==> src/rtl/fhe_alu_pkg.sv <==
// Shared types of the butterfly ALU command port and state encoding.
package fhe_alu_pkg;

  parameter int unsigned FSIZE = 64;

  typedef enum logic [1:0] {
    COMMAND_NOP,
    COMMAND_BUTTER_P,
    COMMAND_BUTTER_W,
    COMMAND_BUTTER_A
  } command_e;

  localparam logic [FSIZE-1:0] STATE_IDLE    = '0;
  localparam logic [FSIZE-1:0] STATE_RUNNING = {{(FSIZE-1){1'b0}}, 1'b1};

  typedef struct packed {
    logic             valid;
    command_e         command;
    logic [FSIZE-1:0] data0;
    logic [FSIZE-1:0] data1;
  } CommandDataPort;

endpackage

==> src/rtl/fhe_butterfly_seq.sv <==
// Sequences one Cooley-Tukey NTT stage through the butterfly ALU: load modulus once,
// then per coefficient pair read a/b/W, issue W and A commands, wait for the ALU and
// write both results back in place. One butterfly in flight at a time.
module fhe_butterfly_seq
  import fhe_alu_pkg::*;
#(
  parameter int unsigned FSIZE = fhe_alu_pkg::FSIZE,
  parameter int unsigned N_LOG = 3
) (
  input  logic              i_clk,
  input  logic              i_rst,
  input  logic              i_start,
  input  logic [FSIZE-1:0]  i_cfg_p,
  input  logic [FSIZE-1:0]  i_cfg_pinv,
  input  logic [N_LOG:0]    i_cfg_m,
  output logic              o_busy,
  output logic              o_done,
  output logic              o_err,
  output logic [N_LOG-1:0]  o_coef_rd_addr,
  input  logic [FSIZE-1:0]  i_coef_rd_data,
  output logic              o_coef_wr_en,
  output logic [N_LOG-1:0]  o_coef_wr_addr,
  output logic [FSIZE-1:0]  o_coef_wr_data,
  output logic [N_LOG-1:0]  o_tw_rd_addr,
  input  logic [FSIZE-1:0]  i_tw_rd_data,
  output CommandDataPort    o_cmd,
  input  logic [FSIZE-1:0]  i_alu_state,
  input  logic [FSIZE-1:0]  i_alu_a_out,
  input  logic [FSIZE-1:0]  i_alu_b_out
);

  typedef enum logic [3:0] {
    StIdle,
    StSendP,
    StRdA,
    StRdB,
    StSendW,
    StSendA,
    StWaitRun,
    StWaitIdle,
    StWrA,
    StWrB,
    StDone,
    StErr
  } state_e;

  localparam logic [N_LOG:0]   M_ONE  = {{N_LOG{1'b0}}, 1'b1};
  // N/2 expressed in N_LOG+1 bits
  localparam logic [N_LOG:0]   M_MAX  = {2'b01, {(N_LOG-1){1'b0}}};
  localparam logic [N_LOG-1:0] A_ONE  = {{(N_LOG-1){1'b0}}, 1'b1};
  localparam logic [N_LOG-1:0] A_LAST = {N_LOG{1'b1}};

  state_e           r_state;
  state_e           w_state_next;
  logic [FSIZE-1:0] r_p;
  logic [FSIZE-1:0] r_pinv;
  logic [N_LOG-1:0] r_m;
  logic             r_err;
  logic [N_LOG-1:0] r_j;
  logic [N_LOG-1:0] r_base;
  logic [FSIZE-1:0] r_a;
  logic [FSIZE-1:0] r_b;
  logic [FSIZE-1:0] r_w;
  logic [FSIZE-1:0] r_a_out;
  logic [FSIZE-1:0] r_b_out;

  logic             w_m_legal;
  logic [N_LOG-1:0] w_i0;
  logic [N_LOG-1:0] w_i1;
  logic [N_LOG-1:0] w_tw;
  logic             w_last_pair;
  logic             w_last_j;
  logic             w_alu_idle;

  assign w_m_legal   = (i_cfg_m != '0) && ((i_cfg_m & (i_cfg_m - M_ONE)) == '0) &&
                       (i_cfg_m <= M_MAX);
  assign w_i0        = r_base + r_j;
  assign w_i1        = w_i0 + r_m;
  assign w_tw        = r_m + r_j;
  // i1 only reaches N-1 on the final pair of the stage
  assign w_last_pair = (w_i1 == A_LAST);
  assign w_last_j    = (r_j == (r_m - A_ONE));
  assign w_alu_idle  = (i_alu_state == STATE_IDLE);
  assign o_err       = r_err;

  // State register; reset aborts any stage in flight
  always_ff @(posedge i_clk or posedge i_rst) begin
    if (i_rst) begin
      r_state <= StIdle;
    end else begin
      r_state <= w_state_next;
    end
  end

  // Next-state logic
  always_comb begin
    w_state_next = r_state;
    case (r_state)
      StIdle:     if (i_start) w_state_next = w_m_legal ? StSendP : StErr;
      StSendP:    w_state_next = StRdA;
      StRdA:      w_state_next = StRdB;
      StRdB:      w_state_next = StSendW;
      StSendW:    w_state_next = StSendA;
      StSendA:    w_state_next = StWaitRun;
      StWaitRun:  w_state_next = StWaitIdle;
      StWaitIdle: if (w_alu_idle) w_state_next = StWrA;
      StWrA:      w_state_next = StWrB;
      StWrB:      w_state_next = w_last_pair ? StDone : StRdA;
      StDone:     w_state_next = StIdle;
      StErr:      w_state_next = StIdle;
      default:    w_state_next = StIdle;
    endcase
  end

  // Config latch, pair counters and operand/result capture
  always_ff @(posedge i_clk or posedge i_rst) begin
    if (i_rst) begin
      r_p     <= '0;
      r_pinv  <= '0;
      r_m     <= '0;
      r_err   <= 1'b0;
      r_j     <= '0;
      r_base  <= '0;
      r_a     <= '0;
      r_b     <= '0;
      r_w     <= '0;
      r_a_out <= '0;
      r_b_out <= '0;
    end else begin
      case (r_state)
        StIdle: begin
          if (i_start) begin
            r_p    <= i_cfg_p;
            r_pinv <= i_cfg_pinv;
            r_m    <= i_cfg_m[N_LOG-1:0];
            r_err  <= ~w_m_legal;
            r_j    <= '0;
            r_base <= '0;
          end
        end
        StRdB: begin
          r_a <= i_coef_rd_data;
          r_w <= i_tw_rd_data;
        end
        StSendW: r_b <= i_coef_rd_data;
        StWaitIdle: begin
          if (w_alu_idle) begin
            r_a_out <= i_alu_a_out;
            r_b_out <= i_alu_b_out;
          end
        end
        StWrB: begin
          if (w_last_j) begin
            r_j    <= '0;
            r_base <= r_base + {r_m[N_LOG-2:0], 1'b0};
          end else begin
            r_j <= r_j + A_ONE;
          end
        end
        default: ;
      endcase
    end
  end

  // Moore outputs: commands, RAM strobes and status
  always_comb begin
    o_busy         = 1'b0;
    o_done         = 1'b0;
    o_coef_rd_addr = '0;
    o_coef_wr_en   = 1'b0;
    o_coef_wr_addr = '0;
    o_coef_wr_data = '0;
    o_tw_rd_addr   = '0;
    o_cmd          = '0;
    case (r_state)
      StSendP: begin
        o_busy          = 1'b1;
        o_cmd.valid     = 1'b1;
        o_cmd.command   = COMMAND_BUTTER_P;
        o_cmd.data0     = r_p;
        o_cmd.data1     = r_pinv;
      end
      StRdA: begin
        o_busy         = 1'b1;
        o_coef_rd_addr = w_i0;
        o_tw_rd_addr   = w_tw;
      end
      StRdB: begin
        o_busy         = 1'b1;
        o_coef_rd_addr = w_i1;
      end
      StSendW: begin
        o_busy          = 1'b1;
        o_cmd.valid     = 1'b1;
        o_cmd.command   = COMMAND_BUTTER_W;
        o_cmd.data0     = r_w;
      end
      StSendA: begin
        o_busy          = 1'b1;
        o_cmd.valid     = 1'b1;
        o_cmd.command   = COMMAND_BUTTER_A;
        o_cmd.data0     = r_a;
        o_cmd.data1     = r_b;
      end
      StWaitRun, StWaitIdle: o_busy = 1'b1;
      StWrA: begin
        o_busy         = 1'b1;
        o_coef_wr_en   = 1'b1;
        o_coef_wr_addr = w_i0;
        o_coef_wr_data = r_a_out;
      end
      StWrB: begin
        o_busy         = 1'b1;
        o_coef_wr_en   = 1'b1;
        o_coef_wr_addr = w_i1;
        o_coef_wr_data = r_b_out;
      end
      StDone, StErr: o_done = 1'b1;
      default: ;
    endcase
  end

endmodule

==> config.mk <==
export PLATFORM = sky130hd
export DESIGN_NAME = fhe_butterfly_seq
export DESIGN_NICKNAME = d
export VERILOG_FILES = /design/src/rtl/fhe_alu_pkg.sv /design/src/rtl/fhe_butterfly_seq.sv
export SDC_FILE = /design/constraint.sdc
export NUM_CORES = 1
export LEC_CHECK = 0
export CORE_AREA = 2 2 259 261
export DETAILED_ROUTE_END_ITERATION = 12
export DIE_AREA = 0 0 261 263
export SLEW_MARGIN = 15
export SYNTH_ARGS = -nofsm -noshare
export SYNTH_HDL_FRONTEND = slang
export SYNTH_SLANG_ARGS = --single-unit
==> constraint.sdc <==
create_clock -name i_clk -period 20.2 [get_ports i_clk]
set_clock_uncertainty 0.15 [all_clocks]
set_input_delay 4.04 -clock i_clk [delete_from_list [all_inputs] [get_ports i_clk]]
set_output_delay 4.04 -clock i_clk [all_outputs]
set_load 0.02 [all_outputs]
# Word-level counts from Yosys, hierarchy flattened
# Index checks and enable logic that the tools add are counted.
[totals] ff_bits=462 latchBits=0 ramBits=0 romBits=0 input_bits=455 out_inout_bits=208 word_cells=72 n_memories=0
[op_classes] addsub=7 mul=0 div=0 order_cmp=1 eq_ne=16 shifts=0 mux=19 bitwise=2 n_reduce_logical=15
[ops] op="$pmux 64 s2" count=2
[ops] op="$pmux 67 s3" count=1
[ops] op="$logic_not 64->1" count=1
[ops] op="$pmux 4 s10" count=1
[ops] op="$pmux 3 s2" count=4
[ops] op="$eq 4x3->1 const B" count=4
[ops] op="$eq 4x4->1 const B" count=4
[ops] op="$mux 4" count=4
[ops] op="$add 3x3->3" count=4
[ops] op="$mux 3" count=4
[ops] op="$reduce_or 9->1" count=1
[ops] op="$eq 4x2->1 const B" count=2
[ops] op="$logic_not 4->1" count=2
[ops] op="$reduce_and 2->1" count=4
[ops] op="$ne 2x2->1 const B" count=3
[ops] op="$and 4x4->4" count=1
[ops] op="$eq 4x1->1 const B" count=1
[ops] op="$le 4x3->1 const B" count=1
[ops] op="$reduce_bool 4->1" count=1
[ops] op="$reduce_or 2->1" count=2
[ops] op="$sub 4x1->4 const B" count=1
[ops] op="$add 3x1->3 const B" count=1
[ops] op="$eq 3x3->1" count=1
[ops] op="$eq 3x3->1 const B" count=1
[ops] op="6 further kinds" count=9

# Depth between registers and ports, before layout
[logic_depth] word_depth=8 depth_mapped=8 ltp_nobuf=8

# Worst setup path before layout
# Ideal clock, no wire load.
[synth_path] path_kind="register to output" start="reg r_j[1]" end="out o_coef_rd_addr[2]" arrival_ns=2.341 t_required_ns=16.010 setup_slack_ns=13.669 stages_incl_launch_ff=8 n_path_buf=0 path_cell_list="dfrtp_1 inv_1 fa_1 inv_1 fa_1 xnor2_1 xnor2_1 o32ai_1"
[synth_between] elab_chain_cells=3
[synth_lines] element="start, declared" line_no="fhe_butterfly_seq.sv:59" source="logic [N_LOG-1:0] r_j;"
[synth_lines] element="start signal, assigned" line_no="fhe_butterfly_seq.sv:157" source="r_j <= r_j + A_ONE;"
[synth_lines] element="$add 3x3->3 *" line_no="fhe_butterfly_seq.sv:77" source="assign w_i0 = r_base + r_j;"
[synth_lines] element="$add 3x3->3" line_no="fhe_butterfly_seq.sv:78" source="assign w_i1 = w_i0 + r_m;"
[synth_lines] element="$pmux 3 s2 *" line_no="fhe_butterfly_seq.sv:175" source="case (r_state)"
[synth_lines] element="end, declared" line_no="fhe_butterfly_seq.sv:19" source="output logic [N_LOG-1:0] o_coef_rd_addr,"
# Mark *: on every way between the ends. The rest lies on a longest branch, timed or not.

==> out/metrics.csv <==
metric,value,unit
status,"finished, final reports clean",
wl_per_cell,22.17,µm
yosysTopAreaCell,dfrtp_1,
first_pass_iters,6,
h-tree-depth,2,
synth_seq_area_share,56.09,%
cts_buffer_depth,3,
antenna_found_initial,9,
grt_use_total,19.94,%
clock_latency,0.58,ns
dpl_cell_area,27800,µm²
maxCapViolCount,0,
die-area,68640,µm²
gr-usage-met3,6.307,%
grt_overflow_total,0,
rrSetupSlack,16.49,ns
syn-num-nets,2134,
num_rows,94,
hold_path_startpoint,r_pinv[56],
clock_sinks,461,
drive_gt1_share,18.44,%
timing.rr.end,r_base[2],
drtAntennaViolNets,0,
rsz0062_at_grt,false,
cts_resized,0,
syn_avg_cell_area,12.32,µm²
slew_headroom,25.28,%
crit_required,16.01,ns
die-height,263,µm
grt_use_met1,25.21,%
crit_path_cell_trace,"nor2_1, and3_4, buf_4, a222oi_1, inv_1, clkdlybuf4s50_1",
synth_flop_cell,dfrtp_1,
synthesis.area,20570,µm²
synthArstFlopShare,100.0,%
cts_tree,built,
num_vias,15750,
wl,70770,µm
portBuffers,662,
die_w,261,µm
post-route-drc-count,0,
power_density,66.11,nW/µm²
synth_edf_count,0,
grt_pass1_vias,16730,
fin_nets,2750,
drt_iter0_drc,1037,
post-route-period-util,41.62,%
dp_hpwl,49370,µm
ir_drop,54.68,µV
yosysMostFrequentCell,dfrtp_1,
grt.busiest_layer,met2,
hold_path_class,flip-flop to flip-flop,
design_area,29460,µm²
r2r-start,r_state[2],
worstMarginPinSlew,1.121,ns
leakage,0.01448,µW
min_to,r_pinv[56],
grt_pass1_wl,105200,µm
yosys-top-cells-area,"dfrtp_1 (56%), mux2_2 (11%), mux2_4 (8.8%), nand2_1 (7.3%), a22o_1 (5.5%)",
cts-root-buf,clkbuf_16,
synthDistinctLibCells,41,
cts_buffers,51,
cp_slowest_cell,buf_4,
grt_max_degree,119,
coreArea,65630,µm²
critPathArrivalTime,4.22,ns
critPathLaunchType,flip-flop,
cp-end-kind,output port,
ioPinCount,663,
clk_pin_slew,0.06,ns
worstSetupPathType,flip-flop to output port,
met2_usage,32.97,%
postCtsSetupBuffers,0,
slowest_delay,0.90,ns
areaGrowthSynthToFinish,43.24,%
cts.hold.buffers_added,0,
yosysWarnings,0,
hold_depth,2,
via_per_inst,4.933,
setup_viol,0,
yosys.area.top_type_share,56.09,%
reg2regPathDepth,5,
fin_tns_setup,0,ns
start_util,31.34,%
synth_cells,1670,
finalCriticalPeriod,8.408,ns
hold_viol_final,0,
maxSlewViolCount,0,
ys_top_cells_by_count,"dfrtp_1 (461), nand2_1 (402), mux2_2 (200)",
worstPathMaxFanout,83,
max_freq,118.9,MHz
synth-seq-cells,461,
gp_congestion,0.8681,
## report_power, final
group / internal [µW] / switching [µW] / leakage, µW / total (µW)
logic: 79.3 / 38.3 / 0.00728 / 118
registers: 924 / 0 / 0.00640 / 924
clock network: 530 / 377 / 0.000798 / 907
total: 1530 / 415 / 0.0145 / 1950
## metal layers
metal  up-vias  wire length [µm]
met3        84              6451
li1       7089                 -
met1      7927             29040
met5         -                62
met4         8              1438
met2       638             33770
## placed cells by master, fill, tap and decap left out, types with 3 or more instances in the layout
| cell type | Yosys | layout |
|---|---|---|
| clkdlybuf4s50_1 | 0 | 662 |
| dfrtp_1 | 461 | 461 |
| nand2_1 | 402 | 402 |
| mux2_2 | 200 | 200 |
| a22o_1 | 129 | 129 |
| mux2_4 | 120 | 120 |
| inv_1 | 71 | 70 |
| a222oi_1 | 64 | 64 |
| clkbuf_16 | 0 | 51 |
| buf_4 | 0 | 17 |
| nor4_1 | 15 | 15 |
| o21ai_0 | 14 | 14 |
| clkbuf_1 | 76 | 14 |
| clkbuf_8 | 0 | 11 |
| diode_2 | 0 | 7 |
| nor2_1 | 8 | 7 |
| xnor2_1 | 7 | 7 |
| clkinv_2 | 0 | 7 |
| ha_1 | 6 | 6 |
| xor2_1 | 5 | 5 |
| nand4_1 | 4 | 4 |
| nand2b_1 | 4 | 4 |
| nand3_1 | 4 | 3 |
| o22ai_1 | 3 | 3 |
| and3_1 | 5 | 3 |
| fa_1 | 3 | 3 |
## worst max path at each step
stage / start / endpoint / slack [ns] / cells past startpoint
6_report: r_state[1] / o_cmd[98] / 11.79 / 6
5_1_grt: r_state[3] / o_cmd[98] / 11.53 / 6
4_1_cts: r_state[3] / o_cmd[98] / 11.74 / 6
3_5_place_dp: i_rst / r_w[20] / 11.87 / 5
3_3_place_gp: i_rst / r_w[20] / 11.93 / 5
2_1_floorplan: i_rst / o_err / 3.16 / 1
## registers in the layout, indices dropped and copies added (netlist names)
register and flops:
r_a 64, r_p 64, r_j 3, r_pinv 64
r_w 64, r_a_out 64, r_base 2, r_b 64
r_state 4, r_b_out 64, o_err 1, r_m 3
## worst max-delay path: cells and delay by family (launching register included)
family / cells / cell delay (ns)
buffers and inverters: 3 / 1.77
AND/OR/NAND/NOR: 2 / 1.05
flip-flops: 1 / 0.53
AO/OA/AOI/OAI: 1 / 0.22
## metrics by stage
step           instances  hold slack (ns)  util [%]  worst slack, ns  total power, µW
2_1_floorplan       1670           0.2963         -            3.156            957.4
3_3_place_gp        3096           0.3086     42.36            11.93             1058
3_5_place_dp        3096           0.3128     42.36            11.87             1059
4_1_cts             3184           0.3267     44.82            11.74             1973
5_1_grt             3188           0.3403     44.88            11.53             2017
6_report            3192           0.3235     44.89            11.79             1948
## layout make-up
class / count / area (µm²)
antenna: 7 / 17.52
clock buffer: 76 / 1480
clock inverter: 12 / 132.6
fill: 5968 / 36160
inverter: 71 / 274.0
multi-input combinational: 1020 / 8149
sequential: 461 / 11540
tap: 864 / 1081
timing repair buffer: 681 / 6793
## logic make-up (layout without fill, tap and decap cells)
family	after synthesis	count (layout)	share of synthesized area, %
flip-flops	461	461	56.09
AO/OA/AOI/OAI	219	219	9.411
other	1	8	0.01823
XOR/XNOR	12	12	0.5110
multiplexers	320	320	19.71
adder cells (fa/ha/maj)	9	9	0.6570
buffers and inverters	189	840	4.550
AND/OR/NAND/NOR	459	459	9.058
Power figures use the tool's default switching activity.
==> RTL change 1 (same settings) <==
Make the reset (`i_rst`) synchronous in 2 clocked blocks.
--- a/src/rtl/fhe_butterfly_seq.sv
+++ b/src/rtl/fhe_butterfly_seq.sv
@@ -84,7 +84,7 @@
   assign o_err       = r_err;
 
   // State register; reset aborts any stage in flight
-  always_ff @(posedge i_clk or posedge i_rst) begin
+  always_ff @(posedge i_clk) begin
     if (i_rst) begin
       r_state <= StIdle;
     end else begin
@@ -113,7 +113,7 @@
   end
 
   // Config latch, pair counters and operand/result capture
-  always_ff @(posedge i_clk or posedge i_rst) begin
+  always_ff @(posedge i_clk) begin
     if (i_rst) begin
       r_p     <= '0;
       r_pinv  <= '0;
Check against the original RTL: differs if i_rst is asserted again (counterexample within 4 cycles, from zero or initial values and one cycle with i_rst high); with i_rst held inactive, the same outputs for 4 cycles.
==> RTL change 1 against the unedited design <==
  * Design area down 1.1%
  * Setup slack worse by 530 ps
  * Routed wire length is 16% higher
  * Via count increased by 24%
  * Area after synthesis is 0.80% lower
  * Sequential cell count is the same
  * Highest routed layer unchanged
Power is not compared: it rests on default switching activity, and its combinational part moved more than twofold at a synthesized area within 25%.
==> RTL change 1: results (changes against the unedited design) <==
sequential area share after synthesis 45.2% (-11 points); synth top area cells dfxtp_1 (45%), nand2_1 (13%), mux2i_1 (9.4%); H-tree depth reported by CTS 2 (unchanged); via count 19500 (+24%); GRT Overall Usage 22.9% (+3.0 points); VDD IR max 66.1 uV; post-route ant nets 0 (unchanged); Post-DP HPWL 58800 um (+19%); vias in the first global route 19600 (+17%); R2R Setup Slk 16650 ps (+160 ps); share of layout cells above drive strength 1 4.01% (-14 points); FFs w/ async S/R, synth 0% (-100 points); Reg-to-Reg End r_a_out[13]$_SDFFE_PP0P_; worst r2r path cells 6 (+1); status completed; top post-synthesis cells by count nand2_1 (717), dfxtp_1 (461), a21oi_1 (331), nand2b_1 (263), mux2i_1 (192); worst r2r src r_state[1]$_SDFFE_PP0P_; drt total wl 82100 um (+16%); later-pin clock latency in the skew report 580 ps (about the same); Yosys cell types 43 (+4.9%); Mapped Nets 2939 (+38%); GPL Wtd Cong 0.879 (+1.3%); nets 3471 (+26%); CP top delay family buffers and inverters; fillers 6377 (+6.9%); arrival time worst endpoint 4740 ps (+520 ps); Slew @ Worst Pin 1150 ps (+31.8 ps); Max FO, Critical Path 63 (-24%); worst setup path start r_state[0]$_SDFFE_PP0P_; DR pass1 iterations 5 (-1); port bufs 662 (unchanged); max-slew violations 0 (unchanged); Num CTS Buffers 53 (+3.9%); Leakage 9.81 nW; Hold Crit Class register to register; post-CTS sizing 0 (unchanged); clk slew on worst S/H paths 60 ps (about the same); critical path's slowest cell nor3_2; Critical Path Sink o_cmd[54]; largest net degree at the start of global routing 175 (+47%); synth warn 0 (unchanged); first-pass GRT wire length 121000 um (+15%); root buffer cell clkbuf_16; DR iter-0 viols 1263 (+22%); clock buffer depth 3 (unchanged); initial antenna violation count 33 (+24); Post-CTS Setup Repair Bufs 0 (unchanged); slowest stage delay, CP 770 ps (-130 ps)
## RTL change 1: layout make-up
class	instances	area [um2]	share of cell area, %
Multi-Input combinational cell	1799	10200	34.9
Sequential cell	461	9230	31.7
Timing Repair Buffer	684	6820	23.4
Clock buffer	80	1610	5.53
Tap cell	864	1080	3.71
Clock inverter	14	139	0.477
Antenna cell	18	45.0	0.155
Inverter	8	30.0	0.103
## RTL change 1: cells by family after synthesis
| logic type | count (synthesis) | synth area share, % |
|---|---|---|
| fa+ha+maj | 9 | 0.662 |
| flops | 461 | 45.2 |
| mux | 192 | 9.42 |
| simple gates | 1041 | 23.0 |
| buf+inv | 215 | 5.19 |
| xor+xnor | 11 | 0.540 |
| compound gates | 545 | 15.9 |
| other cells | 1 | 0.0184 |
## RTL change 1: worst register-to-register path: stages, from the launching register on
cell     delay [ps]
dfxtp_1         560
nor2b_1         540
and4_4          300
buf_4           350
buf_16          360
buf_4           870
mux2i_1         340
## RTL change 1: report_power, final
group	leakage [nW]	total [mW]	switching (mW)	internal, mW
combinational	5.20	0.602	0.366	0.235
sequential	3.73	1.06	0.0685	0.993
clock	0.869	0.963	0.390	0.573
## RTL change 1: how the worst min path moves through the flow
stage | from | endpoint | slack (ps) | depth (start not counted)
after CTS | r_b[11]$_SDFFE_PP0N_ | r_b[11]$_SDFFE_PP0N_ | 300 | 2
after floorplan | r_w[0]$_SDFFE_PP0P_ | r_w[0]$_SDFFE_PP0P_ | 290 | 2
after detailed placement | r_w[31]$_SDFFE_PP0P_ | r_w[31]$_SDFFE_PP0P_ | 300 | 2
final | r_w[30]$_SDFFE_PP0P_ | r_w[30]$_SDFFE_PP0P_ | 300 | 2
after global routing | r_pinv[16]$_SDFFE_PP0P_ | r_pinv[16]$_SDFFE_PP0P_ | 320 | 2
after global placement | r_p[23]$_SDFFE_PP0P_ | r_p[23]$_SDFFE_PP0P_ | 290 | 2
## RTL change 1: stage by stage
stage	cells	area (um2)	hold WS, ps	setup WS [ps]
floorplan	2475	20400	286	13810
global placement	3815	27300	292	11910
detailed placement	3815	27300	296	11740
CTS	3909	29100	304	11100
global route	3925	29100	318	10880
finish	3928	29100	303	11270
## RTL change 1: metal layers
layer | share of wire, % | vias up | track usage, %
li1 | - | 9347 | -
met1 | 38 | 9240 | 25.6
met2 | 50 | 700 | 40.1
met3 | 8.5 | 160 | 7.14
met4 | 3.4 | 30 | 9.40
met5 | 0.24 | - | 0
==> RTL change 2 (same flow settings) <==
Without the edit above. Change the parameter `N_LOG` from 3 to 4.
--- a/src/rtl/fhe_butterfly_seq.sv
+++ b/src/rtl/fhe_butterfly_seq.sv
@@ -5,7 +5,7 @@
   import fhe_alu_pkg::*;
 #(
   parameter int unsigned FSIZE = fhe_alu_pkg::FSIZE,
-  parameter int unsigned N_LOG = 3
+  parameter int unsigned N_LOG = 4
 ) (
   input  logic              i_clk,
   input  logic              i_rst,
Ports: changed (resized i_cfg_m, o_coef_rd_addr, o_coef_wr_addr and o_tw_rd_addr); port bits go from 663 to 667. No check against the original RTL was run, so the function may have changed too.
==> RTL change 2 against the unedited design <==
  * Setup slack gained 210 ps
  * Global-route usage rose by 1.8 points
  * Critical path depth is 1 higher
  * Area after synthesis about the same
  * Cell count is 3.2% higher
  * Largest cell class unchanged
  * Sequential cell count up 3
  * Sequential share of layout area shrank 0.22 points
  * Design area grew 1.3%
  * Routed wire length increased by 8.2%
Power is not compared: it rests on default switching activity, and its combinational part moved more than twofold at a synthesized area within 25%.
==> RTL change 2: results (changes against the unedited design) <==
Mapped Nets 2233 (+4.6%); WL/cell 23.2 um (+4.8%); synth top area cells dfrtp_1 (56%), mux2_2 (18%), nand2_1 (8.4%); status completed; clk slew on worst S/H paths 60 ps (about the same); Num CTS Buffers 53 (+3.9%); share of layout cells above drive strength 1 18.2% (-0.26 points); largest net degree at the start of global routing 125 (+5.0%); DR iter-0 viols 1072 (+3.4%); top post-synthesis cells by count dfrtp_1 (464), nand2_1 (461), mux2_2 (324), a22o_1 (129), clkbuf_1 (76); nets 2854 (+3.8%); DR pass1 iterations 5 (-1); vias in the first global route 17100 (+2.1%); Post-DP HPWL 56900 um (+15%); Post-Place Cell Area 28000 um2 (+0.86%); Yosys cell types 43 (+4.9%); first-pass GRT wire length 112000 um (+6.6%); GPL Wtd Cong 0.877 (+1.1%); post-CTS sizing 0 (unchanged); Synth Instances 1763 (+5.6%); Final Non-Filler Cells 3295 (+3.2%); root buffer cell clkbuf_16; port bufs 666 (+0.60%); slew margin rel. 26.8% (+1.5 points); Hold Crit Class register to register; Synth top area share 56.5% (+0.41 points); GRT Overall Usage 21.8% (+1.8 points); Synth Area in Compound Gates 8.01% (-1.4 points); Post-Synth XOR/XNOR Area 0.791% (+0.28 points); placed cell count 3193 (+3.1%); Synth Area in Adders 0.962% (+0.30 points); initial antenna violation count 27 (+18); arrival time worst endpoint 4010 ps (-210 ps); Max FO, Critical Path 69 (-17%); multiplexer share of the synthesized area 21.0% (+1.3 points); sequential area share after synthesis 56.5% (+0.41 points); via count 16300 (+3.4%); pre-CTS setup slack 12420 ps (+544 ps)
RTL change 2: changes by cell type in the layout (fill, tap and decap cells not counted), moves of 55 or more:
| cell | before | now |
|---|---|---|
| mux2i_1 | 0 | 66 |
| mux2_4 | 120 | 0 |
| inv_1 | 70 | 12 |
| a222oi_1 | 64 | 0 |
| mux2_2 | 200 | 324 |
| nand2_1 | 402 | 459 |
| o21ai_0 | 14 | 69 |
RTL change 2: critical path: stages, from the launching register on:
cell,delay (ps)
dfrtp_4,750
nand2b_1,210
nor3_2,140
buf_4,630
buf_4,650
nand2_1,130
o21ai_0,110
clkdlybuf4s50_1,650
RTL change 2: cell type report:
cell class,instances,area (um2)
flip-flops and latches,464,11600
clock inverters,13,171
multi-input cells,1168,8470
inverters,13,56.3
fillers,5969,35800
repair buffers,684,6820
well taps,864,1080
clock buffers,78,1590
diodes,11,27.5
RTL change 2: final timing paths:
check	from	end	slack [ps]	depth (start not counted)
max in group asynchronous	i_rst	o_err$_DFFE_PP0P_	14310	3
min in group asynchronous	i_rst	r_a_out[20]$_DFFE_PP0P_	3870	2
hold reg to reg	r_w[2]$_DFFE_PP0P_	r_w[2]$_DFFE_PP0P_	320	2
hold / removal	r_w[2]$_DFFE_PP0P_	r_w[2]$_DFFE_PP0P_	320	2
setup reg to reg	r_state[0]$_DFFE_PP0P_	r_m[1]$_DFFE_PP0P_	16440	5
setup / recovery	r_state[0]$_DFFE_PP0P_	o_cmd[76]	12000	7
RTL change 2: metrics by stage:
stage / hold WS [ps] / util (%)
3_5_place_dp: 311 / 42.7
2_1_floorplan: 295 / -
6_report: 323 / 45.5
4_1_cts: 325 / 45.4
3_3_place_gp: 307 / 42.7
5_1_grt: 330 / 45.4
RTL change 2: layer usage:
metal,GRT usage (%),part of all wire (%),vias up
met1,25.7,39,8125
met5,0,0.23,-
met4,6.65,2.8,26
li1,-,-,7360
met3,6.81,8.3,128
met2,37.7,50,635
RTL change 2: logic make-up after synthesis:
group | count (synthesis)
AND/OR/NAND/NOR | 525
flip-flops | 464
multiplexers | 390
AO/OA/AOI/OAI | 222
buffers and inverters | 131
XOR/XNOR | 17
adder cells (fa/ha/maj) | 14
RTL change 2: power by group:
part	switching, mW	internal [mW]
clock network	0.389	0.580
registers	0.239	1.26
logic	0.749	0.681
